**src/rtl/debounce_bank.sv**
```systemverilog
// ---------------------------------------------------------------------------
// debounce_bank
//   Bank of independent switch/button debouncers with edge pulses and a
//   keyboard-style auto-repeat generator per channel.
//
//   Each channel does the following:
//     1. Synchronizes its raw input through two flops.
//     2. Waits for the synchronized level to disagree with the clean level for
//        DEBOUNCE_CYCLES consecutive cycles before it accepts the new level.
//     3. Emits registered one-cycle rise/fall pulses on clean edges.
//     4. Emits a press pulse on every rise. While the channel is held and
//        repeat_en is set, it also emits a press after REPEAT_DELAY cycles and
//        then one every REPEAT_PERIOD cycles.
//
// Parameters
//   CHANNELS         number of independent channels (1..16)
//   DEBOUNCE_CYCLES  stable cycles needed before clean follows (>=2)
//   REPEAT_DELAY     hold time before the first auto-repeat press (>=2)
//   REPEAT_PERIOD    spacing of subsequent auto-repeat presses (>=2)
//
// Ports
//   clock      sole clock, rising edge
//   reset      synchronous, active-high
//   noisy      raw asynchronous switch levels
//   repeat_en  per-channel auto-repeat enable, sampled every cycle
//   clean      debounced levels
//   rise       one-cycle pulse in the first cycle clean reads 1
//   fall       one-cycle pulse in the first cycle clean reads 0
//   press      one-cycle pulse on rise and on each auto-repeat event
// ---------------------------------------------------------------------------
module debounce_bank #(
  parameter int CHANNELS        = 5,
  parameter int DEBOUNCE_CYCLES = 650000,
  parameter int REPEAT_DELAY    = 32500000,
  parameter int REPEAT_PERIOD   = 6500000
) (
  input  logic                clock,
  input  logic                reset,
  input  logic [CHANNELS-1:0] noisy,
  input  logic [CHANNELS-1:0] repeat_en,
  output logic [CHANNELS-1:0] clean,
  output logic [CHANNELS-1:0] rise,
  output logic [CHANNELS-1:0] fall,
  output logic [CHANNELS-1:0] press
);

  localparam int DB_W    = $clog2(DEBOUNCE_CYCLES);
  localparam int DELAY_W = $clog2(REPEAT_DELAY);
  localparam int PERIOD_W = $clog2(REPEAT_PERIOD);
  localparam int HOLD_W  = (DELAY_W > PERIOD_W) ? DELAY_W : PERIOD_W;

  localparam logic [DB_W-1:0]   DB_LAST     = DB_W'(DEBOUNCE_CYCLES - 1);
  localparam logic [HOLD_W-1:0] DELAY_LAST  = HOLD_W'(REPEAT_DELAY - 1);
  localparam logic [HOLD_W-1:0] PERIOD_LAST = HOLD_W'(REPEAT_PERIOD - 1);

  typedef enum logic [1:0] {
    IDLE   = 2'd0,
    DELAY  = 2'd1,
    REPEAT = 2'd2
  } rep_state_t;

  for (genvar i = 0; i < CHANNELS; i++) begin : g_chan

    logic              sync_meta;
    logic              sync_s;
    logic [DB_W-1:0]   db_cnt;
    logic              clean_q;
    logic              rise_q;
    logic              fall_q;
    logic              press_q;
    logic              load;
    logic              clean_nxt;
    rep_state_t        state_q;
    rep_state_t        state_d;
    logic [HOLD_W-1:0] hold_q;
    logic [HOLD_W-1:0] hold_d;
    logic              press_d;

    // Accept the synchronized level once it has disagreed for the full window.
    // The counter only runs while the levels disagree, so it can never pass
    // DB_LAST.
    assign load      = (sync_s != clean_q) && (db_cnt == DB_LAST);
    assign clean_nxt = load ? sync_s : clean_q;

    // NOTE: registers are updated with non-blocking assignments, so every
    // expression here reads the values from before the edge.
    always_ff @(posedge clock) begin
      if (reset) begin
        sync_meta <= 1'b0;
        sync_s    <= 1'b0;
        db_cnt    <= '0;
        clean_q   <= 1'b0;
        rise_q    <= 1'b0;
        fall_q    <= 1'b0;
      end else begin
        sync_meta <= noisy[i];
        sync_s    <= sync_meta;
        // Any agreeing cycle (or a completed load) restarts the window, so
        // a bounce is discarded no matter how close it came to the limit.
        if ((sync_s == clean_q) || load) begin
          db_cnt <= '0;
        end else begin
          db_cnt <= db_cnt + 1'b1;
        end
        clean_q <= clean_nxt;
        rise_q  <= load &  sync_s;
        fall_q  <= load & ~sync_s;
      end
    end

    // Repeat FSM. It moves on the same edge that raises clean, so the hold
    // counter is aligned to the first cycle the rise pulse is visible. Exit
    // checks use clean_nxt so that no press can coincide with a fall.
    // NOTE: every output of this block gets a default first, so no path
    // leaves a value unassigned and no latch is inferred.
    always_comb begin
      state_d = state_q;
      hold_d  = hold_q;
      press_d = 1'b0;
      unique case (state_q)
        IDLE: begin
          if (load && sync_s) begin
            state_d = DELAY;
            hold_d  = '0;
            press_d = 1'b1;
          end
        end
        DELAY: begin
          if (!clean_nxt || !repeat_en[i]) begin
            state_d = IDLE;
            hold_d  = '0;
          end else if (hold_q == DELAY_LAST) begin
            state_d = REPEAT;
            hold_d  = '0;
            press_d = 1'b1;
          end else begin
            hold_d = hold_q + 1'b1;
          end
        end
        REPEAT: begin
          if (!clean_nxt || !repeat_en[i]) begin
            state_d = IDLE;
            hold_d  = '0;
          end else if (hold_q == PERIOD_LAST) begin
            hold_d  = '0;
            press_d = 1'b1;
          end else begin
            hold_d = hold_q + 1'b1;
          end
        end
        default: begin
          state_d = IDLE;
          hold_d  = '0;
        end
      endcase
    end

    always_ff @(posedge clock) begin
      if (reset) begin
        state_q <= IDLE;
        hold_q  <= '0;
        press_q <= 1'b0;
      end else begin
        state_q <= state_d;
        hold_q  <= hold_d;
        press_q <= press_d;
      end
    end

    assign clean[i] = clean_q;
    assign rise[i]  = rise_q;
    assign fall[i]  = fall_q;
    assign press[i] = press_q;

  end : g_chan

endmodule : debounce_bank

```
**config.mk**
```make
export PLATFORM = sky130hd
export DESIGN_NAME = debounce_bank
export DESIGN_NICKNAME = d
export VERILOG_FILES = /design/src/rtl/debounce_bank.sv
export SDC_FILE = /design/constraint.sdc
export NUM_CORES = 1
export LEC_CHECK = 0
export CAP_MARGIN = 40
export CORE_AREA = 2 2 188 190
export DETAILED_ROUTE_END_ITERATION = 8
export DIE_AREA = 0 0 190 192
export GPL_TIMING_DRIVEN = 0
export PLACE_DENSITY = 0.64
export SYNTH_ARGS = -nofsm -noshare
export SYNTH_HDL_FRONTEND = slang
export SYNTH_SLANG_ARGS = --single-unit
```
**constraint.sdc**
```tcl
create_clock -name clock -period 3.35 [get_ports clock]
set_input_delay 0.5025 -clock clock [delete_from_list [all_inputs] [get_ports clock]]
set_output_delay 0.5025 -clock clock [all_outputs]
set_load 0.02 [all_outputs]
```
==> results of run 1 <==
kinds of logic (layout without fill, tap and decap cells):
kind of cell / count (synthesis) / in the layout / synth area share (%)
AOI/OAI and AO/OA: 295 / 295 / 14.0
xor gates and xnor gates: 94 / 94 / 6.07
adders and majority gates: 30 / 30 / 2.77
buffers and inverters: 146 / 234 / 4.95
DFF: 265 / 265 / 39.1
muxes: 9 / 9 / 0.674
and+or+nand+nor: 823 / 823 / 32.4
Yosys cell counts, types with 22 or more instances:
cell	number
a21o_1	24
or3_1	38
dfxtp_1	265
nor4_1	28
and3_1	62
a31oi_1	28
nand3_1	115
ha_1	30
a21oi_1	63
nand2_1	167
xor2_1	47
inv_1	65
xnor2_1	47
o21ai_0	90
nor2_1	155
nor3_1	53
clkbuf_1	44
nand4_1	42
buf_4	22
sequential cells by signal, summed over array words and instances (netlist names):
register	flops
g_chan.sync_s	5
g_chan.rise_q	5
g_chan.sync_meta	5
g_chan.fall_q	5
g_chan.press_q	5
g_chan.db_cnt	100
g_chan.clean_q	5
g_chan.state_q	10
g_chan.hold_q	125
final cells by class:
cell class	instances	area, um2	share of cell area, %
clock inverter	19	216	1.40
tap	455	569	3.67
timing repair buffer	30	300	1.94
buffer	80	424	2.74
inverter	66	248	1.60
sequential	265	5310	34.2
multi-input combinational	1251	7580	48.9
clock buffer	39	856	5.52
cell usage in the layout, fill, tap and decap left out, drive strengths merged, types with 16 or more instances in the layout:
master           n
inv             67
nor2b           17
nor4            30
or4             18
a31oi           28
and4            16
clkdlybuf4s50   30
a21o            24
nand3          116
o21ai           99
or3             40
and3            62
clkbuf          83
and2            17
nor2           157
ha              30
dfxtp          265
nor3            54
a21oi           64
xnor2           47
nand4           42
buf             36
nand2          168
xor2            47
per-layer routing:
layer	vias to the layer above	share of wire [%]	GRT usage, %
met3	48	4.3	2.48
met1	5772	48	24.0
met5	-	0	0
met2	235	46	29.9
li1	6089	-	-
met4	0	1.8	4.29
worst paths after layout:
path | startpoint | end | slack (ns)
max reg2reg | g_chan[4].db_cnt[7] | g_chan[4].hold_q[19] | 0.25
max | g_chan[4].db_cnt[7] | g_chan[4].hold_q[19] | 0.25
min | g_chan[2].sync_meta | g_chan[2].sync_s | 0.44
min reg2reg | g_chan[2].sync_meta | g_chan[2].sync_s | 0.44
through the flow:
step                utilization, %  cells
finish                        45.2   2205
global route                  45.2   2205
CTS                           45.2   2205
detailed placement            42.1   2147
global placement              42.1   2147
floorplan                        -   1662
power breakdown:
group          internal (mW)  switching (mW)  leakage (nW)  total (mW)
Sequential              3.16         0.00558          2.14        3.16
Combinational         0.0322          0.0825          2.60       0.115
Clock                   2.12            1.38         0.523        3.50
Total                   5.31            1.47          5.26        6.78
==> metrics.txt, run 1 <==
top cells by area, synth dfxtp_1 39%, nand2_1 4.6%, nor2_1 4.3%, nand3_1 4.2%, o21ai_0 3.3%; Synth Instances roughly 1,700; Cell variety after synth 82; crit path cell chain or2_1 > or4_1 > or2_2 > o21ai_0 > nand3_1 > o311ai_0; H-tree Lvls 1; port bufs 30; share of layout cells above drive strength 1 under 10%; Setup violations, final 0; Inserted Clock Buffers 31; Crit path depth 6; Worst Tran Pin Value about 0.85 ns; hold buffer count at CTS 0; Worst Path Buf+Inv 0; vias in the first global route approximately 11,000; worst-path fanout max 10; gr usage total 17.8%; Via density ~5.5; P_leak about 5.3 nW; GRT overflow 0; final wirelength roughly 32 mm; synth warn 0; slowest CP cell o311ai_0; die extent in y roughly 190 um; final worst slack around 0.25 ns; fillcell total 3,375; Yosys top cell area share 39.1%; Clk pin slew, worst setup/hold paths ~0.060 ns; min Tclk post-route about 3.1 ns; #FFs+latches synth roughly 270; FMAX around 320 MHz; Max stage delay on crit path between 0.5 and 0.6 ns; WP data arrival roughly 3.5 ns; cts repair resizes 0; initial antenna violation count 0; drt drc 0; Diodes inserted 0; Min Hold Slack about 0.44 ns; vias between 10,000 and 15,000; DP Area around 0.014 mm2; Final Skew 0.0176 ns; HPWL after detailed placement between 20 and 25 mm; status completed; Min-Delay Path Depth 1; Initial Util around two fifths; CP required roughly 3.8 ns; largest net degree at the start of global routing 16; Clock Sinks ~270; Clock Path Buffers 3; Startpoint Class flip-flop; area leader, netlist dfxtp_1; CTS root buf clkbuf_16; asr flop ratio synth 0%; Rows 68; drt wl/cell between 10 and 15 um; Hold Path Class flip-flop to flip-flop; GP Congestion between 0.9 and 1; synthesized area per cell 8.16 um2; first-pass GRT wire length ~55 mm; area grow syn2layout 14.3%; Tot Pwr slightly below 7 mW; type of the worst setup path flip-flop to flip-flop; core area between 0.03 and 0.04 mm2; CP Capture Type flip-flop; unrepaired setup endpoints after global routing false; Power per Cell Area roughly 440 mW/mm2; ys flop type dfxtp_1; Die W between 150 and 200 um; number of max-cap violations 0; Slew headroom 42.6%; Die ar. about 0.036 mm2; I/O pins 32; dpl ws roughly 0.13 ns; post-route cell area 0.0155 mm2; Setup TNS Final 0 ns; Synth Cell Area roughly 0.014 mm2; CTS tree yes; Slew Viols, Final 0; DRT Pass-1 Iters 6; Iter 0 DRT Violations slightly above 800; sequential area share after synthesis between 30% and 40%; Detail Route Antenna Nets 0; Clk Latency, worst-skew pair between 0.5 and 0.6 ns; nets approximately 1,800; Hold Vio Cnt, Final 0; worst r2r path cells 6; Net Count, Synth approximately 1,700; final period utilization slightly above 90%; EDFF count, synth 0; Top delay family on crit path simple AND/OR/NAND/NOR gates; peak supply drop just over 0.0004 V; setup bufs post-CTS 0
(Power assumes the default switching activity.)
==> run 2: changes to the inputs <==
- SETUP_SLACK_MARGIN: unset -> 0.4
==> run 2 against run 1 <==
  * Cell count grew 0.32%
  * Critical endpoint is now g_chan[1].hold_q[19]
  * Sequential cell count is the same
  * First-iteration DRC count grew 15%
  * Sequential share of layout area shrank 0.30 points
  * Total power is essentially flat
  * Register-to-register slack gained 0.28 ns
  * Core utilization grew 0.42 points
  * Clock-buffer cell count is the same
  * Combinational power is essentially flat
  * Worst setup slack gained 0.28 ns
  * Highest routed layer unchanged
  * Via count grew 0.20%
  * Critical path type unchanged
==> metrics.txt, run 2 (synthesized netlist as in run 1, its figures left out) <==
worst-path fanout max 9 (-1); Min Hold Slack 0.437 ns (-0.0000370 ns); fillcell total 3,367 (-0.24%); gr usage total 17.8% (unchanged); status completed; Slew headroom 44.1% (+1.5 points); Detail Route Antenna Nets 0 (unchanged); peak supply drop 0.000404 V (about the same); DRT Pass-1 Iters 6 (unchanged); drt drc 0 (unchanged); most common cell after layout, fill and taps aside dfxtp_1; min Tclk post-route 2.82 ns (-0.281 ns); Iter 0 DRT Violations 936 (+15%); largest registers g_chan.hold_q x125, g_chan.db_cnt x100, g_chan.state_q x10; Rows 68 (unchanged); first-pass GRT wire length 54.9 mm (unchanged); final wirelength 32.9 mm (+1.3%); Worst Tran Pin Value 0.838 ns (-0.0150 ns); nets 1,774 (+0.40%); Clock Path Buffers 3 (unchanged); Clock Sinks 265 (unchanged); HPWL after detailed placement 22.9 mm (unchanged); Reg2Reg Launch Point g_chan[1].db_cnt[15]; Storage cell area 0.00531 mm2 (about the same); Critical Path Start g_chan[1].db_cnt[15]; hold path start g_chan[4].sync_meta; port bufs 30 (unchanged); drt wl/cell 14.9 um (+0.94%); type of the worst setup path flip-flop to flip-flop; Via density 5.50 (-0.12%); number of max-cap violations 0 (unchanged); Hold Path Class flip-flop to flip-flop; Final Skew 0.0192 ns (+0.00153 ns); CTS tree yes; die extent in y 192 um (unchanged); most frequent cells in the layout 264 x dfxtp_1, 164 x nand2_1, 154 x nor2_1; final period utilization 84.2% (-8.4 points); Max stage delay on crit path 0.54 ns (+0.02 ns); worst r2r path cells 8 (+2); largest net degree at the start of global routing 16 (unchanged); Setup violations, final 0 (unchanged); CTS root buf clkbuf_16; crit path cell chain nand4_1 > or4_4 > or3_1 > buf_4 > a22oi_4 > nand2_4 > or4_1 > a21oi_1; Diodes inserted 0 (unchanged); share of layout cells above drive strength 1 8.48% (+1.5 points); Min-Delay Path Depth 1 (unchanged); Clk pin slew, worst setup/hold paths 0.06 ns (about the same); vias 12,200 (+0.20%); unrepaired setup endpoints after global routing true; FMAX 355 MHz (+10%); Hold Vio Cnt, Final 0 (unchanged); max reg flops 125 (unchanged); Startpoint Class flip-flop; Clk Latency, worst-skew pair 0.57 ns (about the same); initial antenna violation count 0 (unchanged); slowest CP cell or4_4; I/O pins 32 (unchanged); H-tree Lvls 1 (unchanged); CP Capture Type flip-flop; Die W 190 um (unchanged); P_leak 5.33 nW (+1.4%); GP Congestion 0.910 (unchanged); Initial Util 39.6% (unchanged); footprint of the multi-input gates 0.00766 mm2 (+1.0%); Biggest register g_chan.hold_q; Die ar. 0.0365 mm2 (unchanged); core area 0.0343 mm2 (unchanged); WP data arrival 3.31 ns (-0.21 ns); Setup TNS Final 0 ns (unchanged); Slew Viols, Final 0 (unchanged); CP required 3.84 ns (+0.07 ns); Inserted Clock Buffers 31 (unchanged); area grow syn2layout 15.4%; Power per Cell Area 433 mW/mm2 (-0.84%); vias in the first global route 11,400 (unchanged); GRT overflow 0 (unchanged)
-- run 2: layout make-up --
| class | instances | area share (%) |
|---|---|---|
| clock inverter | 19 | 1.38 |
| multi-input combinational | 1252 | 49.0 |
| inverter | 66 | 1.58 |
| tap | 455 | 3.64 |
| buffer | 80 | 2.82 |
| clock buffer | 39 | 5.47 |
| sequential | 265 | 33.9 |
| timing repair buffer | 36 | 2.21 |
-- run 2: worst paths after layout --
kind / to / slack [ns]
min: g_chan[4].sync_s / 0.44
max: g_chan[1].hold_q[19] / 0.53
max reg2reg: g_chan[1].hold_q[19] / 0.53
min reg2reg: g_chan[4].sync_s / 0.44
-- run 2: worst max-delay path, delay by kind of cell, from the launching register on --
| family | cells | cell delay [ns] |
|---|---|---|
| simple gates | 5 | 1.62 |
| compound gates | 2 | 0.51 |
| buf+inv | 1 | 0.19 |
| flops | 1 | 0.42 |
-- run 2: what timing repair did --
| item | in CTS | in global routing |
|---|---|---|
| pin swaps | 1 | 3 |
| hold buffers | 0 | 0 |
| gates resized for setup | 3 | 34 |
| endpoints found under the setup margin | 8 | 103 |
| buffers inserted | 0 | 6 |
| gates cloned | 0 | 1 |
-- run 2: power by group --
part | leakage (nW) | switching [mW] | internal (mW)
logic | 2.67 | 0.0842 | 0.0325
registers | 2.14 | 0.00582 | 3.16
clock network | 0.523 | 1.38 | 2.12
total | 5.33 | 1.47 | 5.31
-- run 2: per-stage QoR --
| step | setup slack, ns | cell area (um2) | util, % | instances | total power [mW] |
|---|---|---|---|---|---|
| after floorplan | 0.698 | 13600 | - | 1662 | 3.29 |
| after detailed placement | 0.135 | 14400 | 42.1 | 2147 | 3.35 |
| final | 0.530 | 15600 | 45.6 | 2212 | 6.78 |
| after global placement | 0.181 | 14400 | 42.1 | 2147 | 3.35 |
| after global routing | 0.360 | 15600 | 45.6 | 2212 | 6.99 |
| after CTS | 0.360 | 15500 | 45.2 | 2205 | 6.87 |
-- run 2: layer usage --
metal	vias to the layer above	routed length, um	global-route usage (%)	share of wire [%]
li1	6098	-	-	-
met1	5757	15700	24.0	48
met2	257	15000	29.9	46
met3	56	1550	2.48	4.7
met4	0	637	4.29	1.9
met5	-	0	0	0
